## src/rtl/fetch_pc_unit.sv

```systemverilog
// fetch_pc_unit: fetch-stage program counter with branch-prediction tracking.
// It holds the PC register and a small wait/redirect FSM. It also carries each
// prediction alongside its instruction down to execute, so that a misprediction
// can be detected and the PC steered back onto the correct path.
module fetch_pc_unit #(
  parameter int                   WORD_SIZE = 32,
  parameter logic [WORD_SIZE-1:0] RESET_PC  = '0,
  parameter int                   CNT_W     = 16
) (
  input  logic                 clk,
  input  logic                 rst,
  input  logic [WORD_SIZE-1:0] NextInstruction,
  input  logic                 TakingBranch,
  input  logic                 IMemReady,
  input  logic                 StallD,
  input  logic                 BranchE,
  input  logic                 ZeroE,
  input  logic [WORD_SIZE-1:0] PCTargetE,
  input  logic [WORD_SIZE-1:0] PCPlus4E,
  output logic [WORD_SIZE-1:0] PCF,
  output logic [WORD_SIZE-1:0] PCPlus4F,
  output logic                 FlushD,
  output logic                 FlushE,
  output logic                 MispredictE,
  output logic                 StallF,
  output logic [CNT_W-1:0]     BranchCount,
  output logic [CNT_W-1:0]     MispredCount
);

  typedef enum logic [1:0] {
    RUN      = 2'd0,
    WAIT_MEM = 2'd1,
    REDIRECT = 2'd2
  } state_t;

  state_t               stateReg;
  state_t               stateNext;
  logic [WORD_SIZE-1:0] pcReg;
  logic [WORD_SIZE-1:0] pcNext;
  logic                 holdPc;

  // Prediction shadow pipeline: one entry per stage, travelling with its instruction.
  logic                 predTakenD;
  logic [WORD_SIZE-1:0] predTargetD;
  logic                 predTakenE;
  logic [WORD_SIZE-1:0] predTargetE;

  logic                 pcAdvance;
  logic                 dirWrong;
  logic                 tgtWrong;
  logic                 aliasHit;
  logic [WORD_SIZE-1:0] recoveryPc;

  assign PCF      = pcReg;
  assign PCPlus4F = pcReg + WORD_SIZE'(4);

  // Memory accepted the current fetch and decode can take it, so fetch moves on.
  assign pcAdvance = IMemReady & ~StallD;

  // The execute-stage resolution is compared against the prediction that was made for it.
  // There are three failure kinds: the direction was wrong; the direction was right but
  // the target was wrong; or the predictor fired on something that is not a branch.
  assign dirWrong    = BranchE & (ZeroE != predTakenE);
  assign tgtWrong    = BranchE & ZeroE & predTakenE & (predTargetE != PCTargetE);
  assign aliasHit    = ~BranchE & predTakenE;
  assign MispredictE = dirWrong | tgtWrong | aliasHit;

  // Correct path: the resolved target if the branch is really taken, else fall-through.
  assign recoveryPc = (BranchE & ZeroE) ? PCTargetE : PCPlus4E;

  // FSM state and PC register.
  always_ff @(posedge clk or posedge rst) begin
    if (rst) begin
      stateReg <= RUN;
      pcReg    <= RESET_PC;
    end else begin
      stateReg <= stateNext;
      pcReg    <= pcNext;
    end
  end

  // Next PC, next state and flush/stall outputs. A mispredict overrides all other
  // conditions in every state. Otherwise the PC follows the predictor whenever it is allowed to advance.
  always_comb begin
    stateNext = stateReg;
    pcNext    = pcReg;
    holdPc    = 1'b0;
    FlushD    = MispredictE;
    FlushE    = MispredictE;
    if (MispredictE) begin
      pcNext    = recoveryPc;
      stateNext = REDIRECT;
    end else begin
      if (pcAdvance) begin
        pcNext = NextInstruction;
      end else begin
        holdPc = 1'b1;
      end
      case (stateReg)
        RUN:      stateNext = IMemReady ? RUN : WAIT_MEM;
        WAIT_MEM: stateNext = IMemReady ? RUN : WAIT_MEM;
        // Lasts exactly one cycle; a still-busy memory is picked up as WAIT_MEM from RUN.
        REDIRECT: stateNext = RUN;
        default:  stateNext = RUN;
      endcase
    end
    if (stateReg == REDIRECT) begin
      FlushD = 1'b1;
    end
    StallF = holdPc;
  end

  // Shadow pipeline update. A mispredict wipes both wrong-path entries. A decode stall
  // freezes both entries. During the redirect cycle, or when no fetch is accepted, a bubble enters the decode entry.
  always_ff @(posedge clk or posedge rst) begin
    if (rst) begin
      predTakenD  <= 1'b0;
      predTargetD <= '0;
      predTakenE  <= 1'b0;
      predTargetE <= '0;
    end else if (MispredictE) begin
      predTakenD  <= 1'b0;
      predTargetD <= '0;
      predTakenE  <= 1'b0;
      predTargetE <= '0;
    end else if (!StallD) begin
      predTakenE  <= predTakenD;
      predTargetE <= predTargetD;
      if ((stateReg != REDIRECT) && pcAdvance) begin
        predTakenD  <= TakingBranch;
        predTargetD <= NextInstruction;
      end else begin
        predTakenD  <= 1'b0;
        predTargetD <= '0;
      end
    end
  end

  // Statistics: index 0 counts resolved branches and index 1 counts mispredictions.
  logic [1:0] cntInc;
  assign cntInc[0] = BranchE & ~StallD;
  assign cntInc[1] = MispredictE;

  for (genvar gi = 0; gi < 2; gi++) begin : g_cnt
    logic [CNT_W-1:0] cnt;
    // Saturating event counter: it stops at all-ones instead of wrapping.
    always_ff @(posedge clk or posedge rst) begin
      if (rst) begin
        cnt <= '0;
      end else if (cntInc[gi] && (cnt != {CNT_W{1'b1}})) begin
        cnt <= cnt + CNT_W'(1);
      end
    end
  end

  assign BranchCount  = g_cnt[0].cnt;
  assign MispredCount = g_cnt[1].cnt;

endmodule

```

## config.mk

```make
export PLATFORM = sky130hd
export DESIGN_NAME = fetch_pc_unit
export DESIGN_NICKNAME = d
export VERILOG_FILES = /design/src/rtl/fetch_pc_unit.sv
export SDC_FILE = /design/constraint.sdc
export NUM_CORES = 1
export LEC_CHECK = 0
export ABC_AREA = 1
export BUFFER_PORTS_ARGS = -buffer_cell sky130_fd_sc_hd__buf_2
export CORE_UTILIZATION = 48
export CTS_CLUSTER_DIAMETER = 40
export DETAILED_ROUTE_END_ITERATION = 7
export GPL_TIMING_DRIVEN = 1
export HOLD_SLACK_MARGIN = 0.05
export PLACE_DENSITY = 0.77
export SLEW_MARGIN = 15
export SYNTH_ARGS = -nofsm -noshare
export SYNTH_HDL_FRONTEND = slang
export SYNTH_SLANG_ARGS = --single-unit
```

## constraint.sdc

```tcl
create_clock -name clk -period 4.6 [get_ports clk]
set_input_delay 1.38 -clock clk [delete_from_list [all_inputs] [get_ports clk]]
set_output_delay 1.38 -clock clk [all_outputs]
set_load 0.1 [all_outputs]
```

==> results.yml <==
critical_path:
  worst-endpoint-required_ps: 3220
  cp_top_family: "simple AND/OR/NAND/NOR gates"
  slowest_delay_ps: 440
  worstPathMaxFanout: 5
  critPathSlowestCell: "dfrtp_1"
  path_class: "flop to primary output"
  end_kind: "primary output"
  path_cells: "ha_1, nand3_1, nor2_1, nand2_1, nor2_2, nand4_1, inv_1, nand3_1, nor2_1, xor2_4, clkbuf_4"
  path_buf_inv: 2
  arrival_ps: 2970
  worstSetupStartpointType: "flop"
logic_synthesis:
  yosys_warnings: 0
  synth-compound-area-share_pct: 6.10
  synthTopCellsByArea: "dfrtp_1, nand2_1, nand3_1"
  synth-xor-area-share_pct: 9.15
  synth_top_area_share_pct: 44.3
  syn_nets: 1055
  ys_ff_latch: 132
  synthAdderAreaFrac_pct: 0.503
  syn_area_per_cell_sq_um: 7.86
  yosys.area.top_type: "dfrtp_1"
  yosys.area_share.simple_pct: 28.7
  synth.area.mux_share_pct: 3.02
  synth_cells: 949
  synth_cell_types: 29
  syn_area_sq_um: 7460
  ys_seq_area_share_pct: 44.3
  synth_top_family_by_area: "simple AND/OR/NAND/NOR gates"
global_routing:
  grt_pass1_vias: 6600
  grt_pass1_wl_um: 33800
  antenna_found_initial: 3
  overflow: 0
  grt_usage_pct: 27.6
  grt_start_max_net_pins: 71
detailed_routing:
  routed_via_density: 5.32
  num_vias: 7107
  drt-initial-drc-count: 509
  drtAntennaViolNets: 0
  drt-total-wl_um: 21400
  firstDrtPassIters: 6
  wl_per_cell_um: 16.0
  drc_errors: 0
sta:
  tightestPinTransition_ps: 963
  slew_viol_final: 0
  fin_skew_ps: 8.37
  min_period_ps: 4350
  setup_viol: 0
  final_hold_viol_count: 0
  period_share_pct: 94.5
  fmax_ghz: 0.230
  slew_headroom_pct: 35.6
  rsz0062_at_grt: "false"
floorplan:
  io_pins: 203
  initial_core_util_pct: 49.1
  die_w_um: 127
  core.rowCount: 45
  die_area_sq_um: 16100
  core_area_sq_um: 15200
  chipHeight_um: 127
clocking:
  cts_buffer_depth: 2
  clockRootBuffer: "clkbuf_16"
  postCtsSetupRepairBufs: 0
  h-tree-depth: 4
  cts_resized: 0
  numCtsBuffers: 17
  hold_buffers: 0
  clkLatencyLatePin_ps: 420
  clock_sinks: 132
  cts_tree: "built"
  clk_pin_slew_worst_paths_ps: 50
placement:
  place_area_sq_um: 8720
  place.gp.congestion: 0.906
  dp_hpwl_um: 15400
  io_buffer_count: 202
worst_hold_path:
  hold_path.class: "flop to flop"
power_and_ir_drop:
  leakage_nw: 4.74
  vdd_drop_max_mv: 0.612
  power.density_nw_per_um2: 500
final_layout:
  final_area_sq_um: 9320
  syn_to_final_growth_pct: 24.8
  finalNetCount: 1243
  fin_util_pct: 61.3
  layout-drive-gt1-share_pct: 25.8
status:
  outcome: "finished, final reports clean"
flow_run:
  maxCapViolCount: 0
==> power by group <==
group          internal, mW  switching (mW)  total, mW  leakage (nW)
combinational         0.330            1.52       1.85          2.71
clock                 0.873           0.473       1.35         0.291
sequential             1.29           0.175       1.47          1.74
total                  2.49            2.17       4.66          4.74
==> final cells by class <==
cell class	count	area [sq um]
clock inverters	4	70.1
clock buffers	25	515
diodes	2	5.00
well taps	188	235
multi-input cells	683	3690
flip-flops and latches	132	3300
inverters	89	338
repair buffers	214	1160
fillers	1335	5880
==> synthesized netlist by cell type <==
cell and n:
nand2_1 225, nand3_1 144, dfrtp_1 132, inv_1 84, nor2_1 82, o21ai_0 65, xor2_1 40, xnor2_1 38
a21oi_1 21, mux2_2 20, clkbuf_1 17, buf_2 11, nor3_1 11, nand4_1 10, buf_6 9, nor2_2 6
buf_4 5, inv_2 5, o21ai_1 5, nor4_1 4, ha_1 3, nand2_4 3, nand2_2 2, nand3b_1 2
buf_1 1, buf_8 1, clkbuf_2 1, nand3_4 1, nor2_4 1
==> metrics by stage <==
stage               total power [mW]  std cells  setup TNS [ps]  worst slack, ps  hold slack [ps]
floorplan                       2.99        949           -1430             -611              409
CTS                             4.68       1335               0              154              430
global route                    4.83       1336               0             38.2              476
finish                          4.66       1337               0              254              431
detailed placement              3.33       1306               0              422              423
global placement                3.31       1306               0              430              416
==> flip-flops by register name (all words and copies together) (netlist names) <==
signal / flops
predTakenD: 1
stateReg: 2
predTargetD: 32
MispredCount: 16
predTakenE: 1
predTargetE: 32
PCF: 32
BranchCount: 16
==> worst paths after layout <==
path	to	slack, ps	from	cells after the start
max	PCPlus4F[28]	250	PCF[2]	11
min	stateReg[0]	430	stateReg[1]	1
max reg2reg	MispredCount[4]	2120	predTargetE[26]	8
min reg2reg	stateReg[0]	430	stateReg[1]	1
max in group asynchronous	PCF[9]	2640	rst	3
min in group asynchronous	BranchCount[1]	1130	rst	2
==> placed cells by master (no fill, tap or decap), types with 3 or more instances in the layout <==
master     Yosys  layout
nand2_1      225     225
buf_2         11     197
nand3_1      144     144
dfrtp_1      132     132
inv_1         84      83
nor2_1        82      82
o21ai_0       65      64
xor2_1        40      32
xnor2_1       38      30
a21oi_1       21      21
mux2_2        20      20
clkbuf_16      0      17
nor3_1        11      11
buf_4          5      11
nand4_1       10      10
xnor2_2        0       8
nor2_2         6       6
o21ai_1        5       6
xor2_2         0       6
clkbuf_8       0       6
inv_2          5       5
nor4_1         4       4
buf_12         0       4
nand2_4        3       3
ha_1           3       3
==> kinds of logic (layout without fill, tap and decap cells) <==
kind of cell | Yosys count | in the layout
AOI/OAI and AO/OA | 91 | 91
and+or+nand+nor | 491 | 491
buffers and inverters | 134 | 332
other | 0 | 2
DFF | 132 | 132
muxes | 20 | 20
xor gates and xnor gates | 78 | 78
adders and majority gates | 3 | 3
==> routing by layer <==
layer	share of wire (%)	vias up	global-route usage, %
li1	-	3428	-
met1	42	3365	35.5
met2	48	278	45.3
met3	7.1	34	6.33
met4	2.1	2	10.9
met5	0.037	-	0
No activity file was read; power rests on OpenSTA's default activity.
